File: src/rtl/mine_placer_safe_if.sv
// rtl/mine_placer_safe_if.sv - request/response handshake bundle for mine_placer_safe
interface mine_placer_safe_if #(
    parameter int BOARD_W = 8,
    parameter int BOARD_H = 8
) ();
    localparam int CNT_W = $clog2(BOARD_W * BOARD_H + 1);
    localparam int XW    = $clog2(BOARD_W);
    localparam int YW    = $clog2(BOARD_H);

    logic             start;
    logic             ack;
    logic [CNT_W-1:0] total_mines_in;
    logic [XW-1:0]    safe_x;
    logic [YW-1:0]    safe_y;
    logic             busy;
    logic             done;
    logic             err;

    modport master (
        output start, ack, total_mines_in, safe_x, safe_y,
        input  busy, done, err
    );

    modport slave (
        input  start, ack, total_mines_in, safe_x, safe_y,
        output busy, done, err
    );
endinterface

File: src/rtl/mine_placer_safe.sv
// rtl/mine_placer_safe.sv - places N distinct pseudo-random mines outside a first-click safe zone
module mine_placer_safe #(
    parameter int                BOARD_W = 8,
    parameter int                BOARD_H = 8,
    parameter int                SAFE_R  = 1,
    parameter int                LFSR_W  = 16,
    parameter logic [LFSR_W-1:0] SEED    = 16'hACE1,
    parameter int                CNT_W   = $clog2(BOARD_W * BOARD_H + 1),
    localparam int               XW      = $clog2(BOARD_W),
    localparam int               YW      = $clog2(BOARD_H)
) (
    input  logic                  clk_tb,
    input  logic                  reset_tb,
    mine_placer_safe_if.slave     req,
    input  logic                  mine_read_value,
    output logic [XW-1:0]         x,
    output logic [YW-1:0]         y,
    output logic                  place_mine_en,
    output logic [2:0]            q_state
);
    // Fixed capacity: the full safe square is always subtracted, even when clipped by an edge.
    localparam int CAP_RAW = BOARD_W * BOARD_H - (2 * SAFE_R + 1) * (2 * SAFE_R + 1);
    localparam int CAP     = (CAP_RAW < 0) ? 0 : CAP_RAW;

    // Galois taps for x^16+x^14+x^13+x^11+1 (right-shifting form).
    localparam logic [LFSR_W-1:0] TAPS = LFSR_W'(16'hB400);

    typedef enum logic [2:0] {
        S_INIT  = 3'd0,
        S_DRAW  = 3'd1,
        S_CHECK = 3'd2,
        S_PLACE = 3'd3,
        S_DONE  = 3'd4
    } state_t;

    state_t             r_state;
    logic [LFSR_W-1:0]  r_lfsr;
    logic [XW-1:0]      r_x;
    logic [YW-1:0]      r_y;
    logic [XW-1:0]      r_safe_x;
    logic [YW-1:0]      r_safe_y;
    logic [CNT_W-1:0]   r_remaining;
    logic               r_place_en;
    logic               r_busy;
    logic               r_done;
    logic               r_err;

    logic [LFSR_W-1:0]  w_lfsr_next;
    logic signed [XW:0] w_dx;
    logic signed [YW:0] w_dy;
    logic               w_in_safe;
    logic               w_reject;

    // Candidate rejection: off-board, inside the safe square, or already mined.
    always_comb begin
        w_lfsr_next = {1'b0, r_lfsr[LFSR_W-1:1]} ^ (r_lfsr[0] ? TAPS : '0);
        w_dx        = $signed({1'b0, r_x}) - $signed({1'b0, r_safe_x});
        w_dy        = $signed({1'b0, r_y}) - $signed({1'b0, r_safe_y});
        w_in_safe   = (int'(w_dx) <= SAFE_R) && (int'(w_dx) >= -SAFE_R) &&
                      (int'(w_dy) <= SAFE_R) && (int'(w_dy) >= -SAFE_R);
        w_reject    = (int'(r_x) >= BOARD_W) || (int'(r_y) >= BOARD_H) ||
                      w_in_safe || mine_read_value;
    end

    // Placement FSM with registered Moore outputs; LFSR free-runs in every state.
    always_ff @(posedge clk_tb or negedge reset_tb) begin
        if (!reset_tb) begin
            r_state     <= S_INIT;
            r_lfsr      <= SEED;
            r_x         <= '0;
            r_y         <= '0;
            r_safe_x    <= '0;
            r_safe_y    <= '0;
            r_remaining <= '0;
            r_place_en  <= 1'b0;
            r_busy      <= 1'b0;
            r_done      <= 1'b0;
            r_err       <= 1'b0;
        end else begin
            r_lfsr <= w_lfsr_next;
            case (r_state)
                S_INIT: begin
                    if (req.start) begin
                        r_safe_x <= req.safe_x;
                        r_safe_y <= req.safe_y;
                        if (int'(req.total_mines_in) > CAP) begin
                            r_state <= S_DONE;
                            r_done  <= 1'b1;
                            r_err   <= 1'b1;
                        end else if (req.total_mines_in == '0) begin
                            r_state <= S_DONE;
                            r_done  <= 1'b1;
                            r_err   <= 1'b0;
                        end else begin
                            r_state     <= S_DRAW;
                            r_busy      <= 1'b1;
                            r_remaining <= req.total_mines_in;
                        end
                    end
                end
                S_DRAW: begin
                    r_x     <= r_lfsr[XW-1:0];
                    r_y     <= r_lfsr[XW+YW-1:XW];
                    r_state <= S_CHECK;
                end
                S_CHECK: begin
                    if (w_reject) begin
                        r_state <= S_DRAW;
                    end else begin
                        r_state    <= S_PLACE;
                        r_place_en <= 1'b1;
                    end
                end
                S_PLACE: begin
                    r_place_en  <= 1'b0;
                    r_remaining <= r_remaining - CNT_W'(1);
                    if (r_remaining == CNT_W'(1)) begin
                        r_state <= S_DONE;
                        r_busy  <= 1'b0;
                        r_done  <= 1'b1;
                    end else begin
                        r_state <= S_DRAW;
                    end
                end
                S_DONE: begin
                    if (req.ack) begin
                        r_state <= S_INIT;
                        r_done  <= 1'b0;
                        r_err   <= 1'b0;
                    end
                end
                default: begin
                    r_state    <= S_INIT;
                    r_place_en <= 1'b0;
                    r_busy     <= 1'b0;
                    r_done     <= 1'b0;
                    r_err      <= 1'b0;
                end
            endcase
        end
    end

    assign x             = r_x;
    assign y             = r_y;
    assign place_mine_en = r_place_en;
    assign q_state       = r_state;
    assign req.busy      = r_busy;
    assign req.done      = r_done;
    assign req.err       = r_err;
endmodule

File: src/flat_wrapper.sv
// flat-port wrapper written by rule: the top's interface ports become plain ports
module mine_placer_safe_flat 
#(
    parameter int                BOARD_W = 8,
    parameter int                BOARD_H = 8,
    parameter int                SAFE_R  = 1,
    parameter int                LFSR_W  = 16,
    parameter logic [LFSR_W-1:0] SEED    = 16'hACE1,
    parameter int                CNT_W   = $clog2(BOARD_W * BOARD_H + 1),
    localparam int               XW      = $clog2(BOARD_W),
    localparam int               YW      = $clog2(BOARD_H)
)
  (clk_tb, reset_tb, mine_read_value, x, y, place_mine_en, q_state, req_start, req_ack, req_total_mines_in, req_safe_x, req_safe_y, req_busy, req_done, req_err);
  mine_placer_safe_if #(.BOARD_W(BOARD_W), .BOARD_H(BOARD_H)) req_i ();
  input  logic clk_tb;
  input  logic reset_tb;
  input  logic mine_read_value;
  output logic [XW-1:0] x;
  output logic [YW-1:0] y;
  output logic place_mine_en;
  output logic [2:0] q_state;
  input wire logic [$bits(req_i.start)-1:0] req_start;
  input wire logic [$bits(req_i.ack)-1:0] req_ack;
  input wire logic [$bits(req_i.total_mines_in)-1:0] req_total_mines_in;
  input wire logic [$bits(req_i.safe_x)-1:0] req_safe_x;
  input wire logic [$bits(req_i.safe_y)-1:0] req_safe_y;
  output wire logic [$bits(req_i.busy)-1:0] req_busy;
  output wire logic [$bits(req_i.done)-1:0] req_done;
  output wire logic [$bits(req_i.err)-1:0] req_err;
  assign req_i.start = req_start;
  assign req_i.ack = req_ack;
  assign req_i.total_mines_in = req_total_mines_in;
  assign req_i.safe_x = req_safe_x;
  assign req_i.safe_y = req_safe_y;
  assign req_busy = req_i.busy;
  assign req_done = req_i.done;
  assign req_err = req_i.err;
  mine_placer_safe #(.BOARD_W(BOARD_W), .BOARD_H(BOARD_H), .SAFE_R(SAFE_R), .LFSR_W(LFSR_W), .SEED(SEED), .CNT_W(CNT_W)) u_core (.clk_tb(clk_tb), .reset_tb(reset_tb), .req(req_i), .mine_read_value(mine_read_value), .x(x), .y(y), .place_mine_en(place_mine_en), .q_state(q_state));
endmodule
File: config.mk
export PLATFORM = sky130hd
export DESIGN_NAME = mine_placer_safe_flat
export DESIGN_NICKNAME = d
export VERILOG_FILES = /design/src/rtl/mine_placer_safe_if.sv /design/src/rtl/mine_placer_safe.sv /design/src/flat_wrapper.sv
export SDC_FILE = /design/constraint.sdc
export NUM_CORES = 1
export LEC_CHECK = 0
export ABC_AREA = 1
export CORE_ASPECT_RATIO = 0.75
export CORE_MARGIN = 2
export CORE_UTILIZATION = 48
export CTS_CLUSTER_DIAMETER = 50
export CTS_CLUSTER_SIZE = 24
export DETAILED_ROUTE_END_ITERATION = 12
export PLACE_DENSITY = 0.85
export SLEW_MARGIN = 15
export SYNTH_ARGS = -nofsm -noshare
export SYNTH_HDL_FRONTEND = slang
export SYNTH_SLANG_ARGS = --single-unit
File: constraint.sdc
create_clock -name clk_tb -period 1.6 [get_ports clk_tb]
set_input_delay 0.48 -clock clk_tb [delete_from_list [all_inputs] [get_ports clk_tb]]
set_output_delay 0.48 -clock clk_tb [all_outputs]
set_load 0.01 [all_outputs]
==> results.sh <==
export IMPL_synthToLayoutAreaGrowth_pct=36.3
export IMPL_yosysWarnings=0
export IMPL_cts_clk_slew_worst_paths_ns=0.08
export IMPL_outcome="complete, but fails checks"
export IMPL_relSlewSlack=0.707
export IMPL_synth_cells=232
export IMPL_dieWidth_um=79.4
export IMPL_switching_share=0.382
export IMPL_cts_max_level=2
export IMPL_wl_um=4480
export IMPL_cp_arrival_ns=2.12
export IMPL_report_final_slew_viol_count=0
export IMPL_powerDensity_nw_per_um2=1840
export IMPL_fin_crit_ns=1.89
export IMPL_post_dp_hpwl_um=3420
export IMPL_drt_initial_drc_count=89
export IMPL_maxCapViolations=0
export IMPL_dr_pass1_iters=5
export IMPL_finalPower_mw=5.13
export IMPL_grt_pass1_wl_um=7380
export IMPL_holdCritPathClass="in -> async"
export IMPL_path_common_cell="nand2_1"
export IMPL_cts_path_max_buffers=2
export IMPL_die_h_um=60.6
export IMPL_path_buf_inv=1
export IMPL_detail_route_wl_per_cell_um=12.7
export IMPL_cts_tree="yes"
export IMPL_ys_ff_latch=42
export IMPL_antenna_cells=0
export IMPL_syn_avg_cell_area_um2=8.83
export IMPL_synth_area_um2=2050
export IMPL_pin_count=31
export IMPL_fp_dieArea_um2=4810
export IMPL_drcViolationCount=0
export IMPL_rsz0062_at_grt="true"
export IMPL_grtUsageTotal=0.206
export IMPL_slowest_delay_ns=0.45
export IMPL_setup_viol=3
export IMPL_irDropWorstVdd_uv=958
export IMPL_path_depth=12
export IMPL_design_core_area_um2=4080
export IMPL_tns_ns=-0.561
export IMPL_ff2ff_path_depth=12
export IMPL_setup_ws_ns=-0.295
export IMPL_gp_congestion=0.845
export IMPL_hold_viol=0
export IMPL_hold_ws_ns=0.127
export IMPL_stdcell_count=353
export IMPL_viasPerCell=4.94
export IMPL_start_kind="flip-flop"
export IMPL_skew_ns=0.00917
export IMPL_rr_endpoint="u_core.place_mine_en$_DFFE_PN0P_"
export IMPL_worstSetupPathType="reg -> reg"
export IMPL_cts_root_buffer="clkbuf_8"
export IMPL_start_util=0.502
export IMPL_fin_nets=325
export IMPL_grt_max_degree=21
export IMPL_max_clock_freq_mhz=528
export IMPL_clock_latency_ns=0.29
export IMPL_violations="negative setup slack"
export IMPL_seq_power_share=0.296
export IMPL_clock_sinks=42
export IMPL_grt_pass1_vias=1656
export IMPL_critPathLaunch="u_core.y[0]$_DFFE_PN0P_"
export IMPL_placementRows=20
export IMPL_cp_max_fo=2
export IMPL_via_count=1743
export IMPL_crit_chain="inv_2 > ha_2 > fa_1 > nor2_1 > nand3_1 > nand2_1 > nand4_1 > nand2_1 > nand2_1 > nand2_1 > nand2_1 > nand2_1"
export IMPL_power_frac_comb=0.505
export IMPL_ys_seq_area_frac=0.518
export IMPL_power_leakage_nw=1.52
export IMPL_drive_above_1_share=0.252
export IMPL_power_internal_mw=3.17
export IMPL_placedCellCount=336
export IMPL_critical_path_top_delay_family="simple AND/OR/NAND/NOR gates"
export IMPL_cp_required_ns=1.83
export IMPL_ys_types=26
export IMPL_grt_ovfl_total=0
export IMPL_cts_made_buffers=5
export IMPL_nFillCells=318
export IMPL_netSwitchingPower_mw=1.96
export IMPL_finalCritPeriodShare=1.18
export IMPL_io_buffers=30
export IMPL_endpoint="u_core.place_mine_en$_DFFE_PN0P_"
export IMPL_p_clk_frac=0.199
export IMPL_critPathSlowestCell="fa_1"
export IMPL_syn_num_nets=260
export IMPL_pre_cts_ws_ns=-0.344
export IMPL_end_kind="flip-flop"
export IMPL_r2r_start="u_core.y[0]$_DFFE_PN0P_"
export IMPL_ant_nets=0
export IMPL_antenna_found_initial=0
export IMPL_worst_pin_slew_ns=0.439
export IMPL_r2r_setup_slack_ns=-0.29
[metrics by stage]
stage | util | cell area, µm²
6_report | 0.685 | 2790
5_1_grt | 0.685 | 2790
4_1_cts | 0.671 | 2740
3_5_place_dp | 0.628 | 2560
3_3_place_gp | 0.628 | 2560
2_1_floorplan | - | 2050
[worst min-delay path by stage]
stage / startpoint / endpoint / slack [ns] / depth (start not counted)
floorplan: reset_tb / u_core.place_mine_en$_DFFE_PN0P_ / 0.18 / 0
finish: reset_tb / u_core.r_lfsr[8]$_DFF_PN0_ / 0.13 / 1
detailed placement: u_core.r_lfsr[12]$_DFF_PN0_ / u_core.r_lfsr[11]$_DFF_PN1_ / 0.34 / 0
global placement: u_core.r_lfsr[9]$_DFF_PN0_ / u_core.r_lfsr[8]$_DFF_PN0_ / 0.33 / 0
global route: reset_tb / u_core.r_lfsr[8]$_DFF_PN0_ / 0.14 / 1
CTS: reset_tb / u_core.r_lfsr[8]$_DFF_PN0_ / 0.13 / 1
[cell usage after synthesis]
cell      number  share of area
mux2_2         5          0.027
nand2_2        3         0.0092
inv_2          1         0.0018
clkinv_4       1         0.0043
nand4_1        2         0.0061
nor3_1         3         0.0073
nor2_1        23          0.042
o31ai_1        1         0.0037
or2_2          1         0.0031
nor3_4         1         0.0079
a31oi_1        1         0.0031
a21oi_1        9          0.022
o21ai_1        7          0.017
fa_1           2          0.020
buf_2          2         0.0049
nand3_4        1         0.0086
nand2_1       63           0.12
nand3_1       15          0.037
dfrtp_1       34           0.42
o21ai_0        5          0.012
dfstp_2        8           0.10
xnor2_1        1         0.0043
nor2_2         2         0.0061
ha_1           8          0.049
xor2_1         4          0.017
inv_1         29          0.053
[routing by layer]
metal | share of wire | global-route usage | up-vias
met5 | 0 | 0 | -
met4 | 0.0049 | 0.0616 | 0
met3 | 0.046 | 0.0506 | 4
met2 | 0.48 | 0.328 | 37
met1 | 0.47 | 0.286 | 835
li1 | - | - | 867
[cells by family (layout without fill, tap and decap cells)]
group / count (synthesis) / in the layout / share of synthesized area
fa+ha+maj: 10 / 10 / 0.0684
simple gates: 114 / 114 / 0.243
flops: 42 / 42 / 0.518
buf+inv: 33 / 99 / 0.0641
mux: 5 / 5 / 0.0275
xor+xnor: 5 / 5 / 0.0214
compound gates: 23 / 23 / 0.0580
[layout by cell type, fill, tap and decap left out, drive strengths merged, types with 2 or more instances in the layout]
cell	count
nand2	66
dfrtp	34
buf	32
inv	30
nor2	25
nand3	16
clkdlybuf4s50	13
o21ai	12
dlygate4sd2	11
a21oi	9
dfstp	8
ha	8
clkbuf	6
mux2	5
xor2	4
nor3	4
dlymetal6s2s	3
nand4	2
fa	2
bufinv	2
[flip-flops by register name, summed over array words and instances (netlist names)]
signal                cells
u_core.x                  3
u_core.place_mine_en      1
u_core.r_lfsr            16
u_core.r_safe_y           3
u_core.r_remaining        7
u_core.y                  3
u_core.req.busy           1
u_core.req.done           1
u_core.q_state            3
u_core.r_safe_x           3
u_core.req.err            1
[final cells by class]
type                            instances  area, µm²  area share
Clock buffer                            6       82.6      0.0296
Clock inverter                          2       60.1      0.0215
Inverter                               31        121      0.0435
Multi-Input combinational cell        157        890       0.319
Sequential cell                        42       1060       0.380
Tap cell                               55       68.8      0.0246
Timing Repair Buffer                   60        509       0.182
[power by group through the flow]
| stage | Sequential (mW) | Clock [mW] | Combinational, mW |
|---|---|---|---|
| 3_5_place_dp | 1.56 | 0 | 2.42 |
| 2_1_floorplan | 1.59 | 0 | 1.45 |
| 5_1_grt | 1.55 | 1.09 | 2.91 |
| 6_report | 1.52 | 1.02 | 2.59 |
| 3_3_place_gp | 1.55 | 0 | 2.27 |
| 4_1_cts | 1.51 | 1.03 | 2.50 |
[repair_timing]
item,CTS,global route
gates resized for setup,21,11
gates cloned,0,0
endpoints found under the setup margin,15,12
pin swaps,5,12
hold buffers,0,0
setup buffers,5,4
Power figures use the tool's default switching activity.
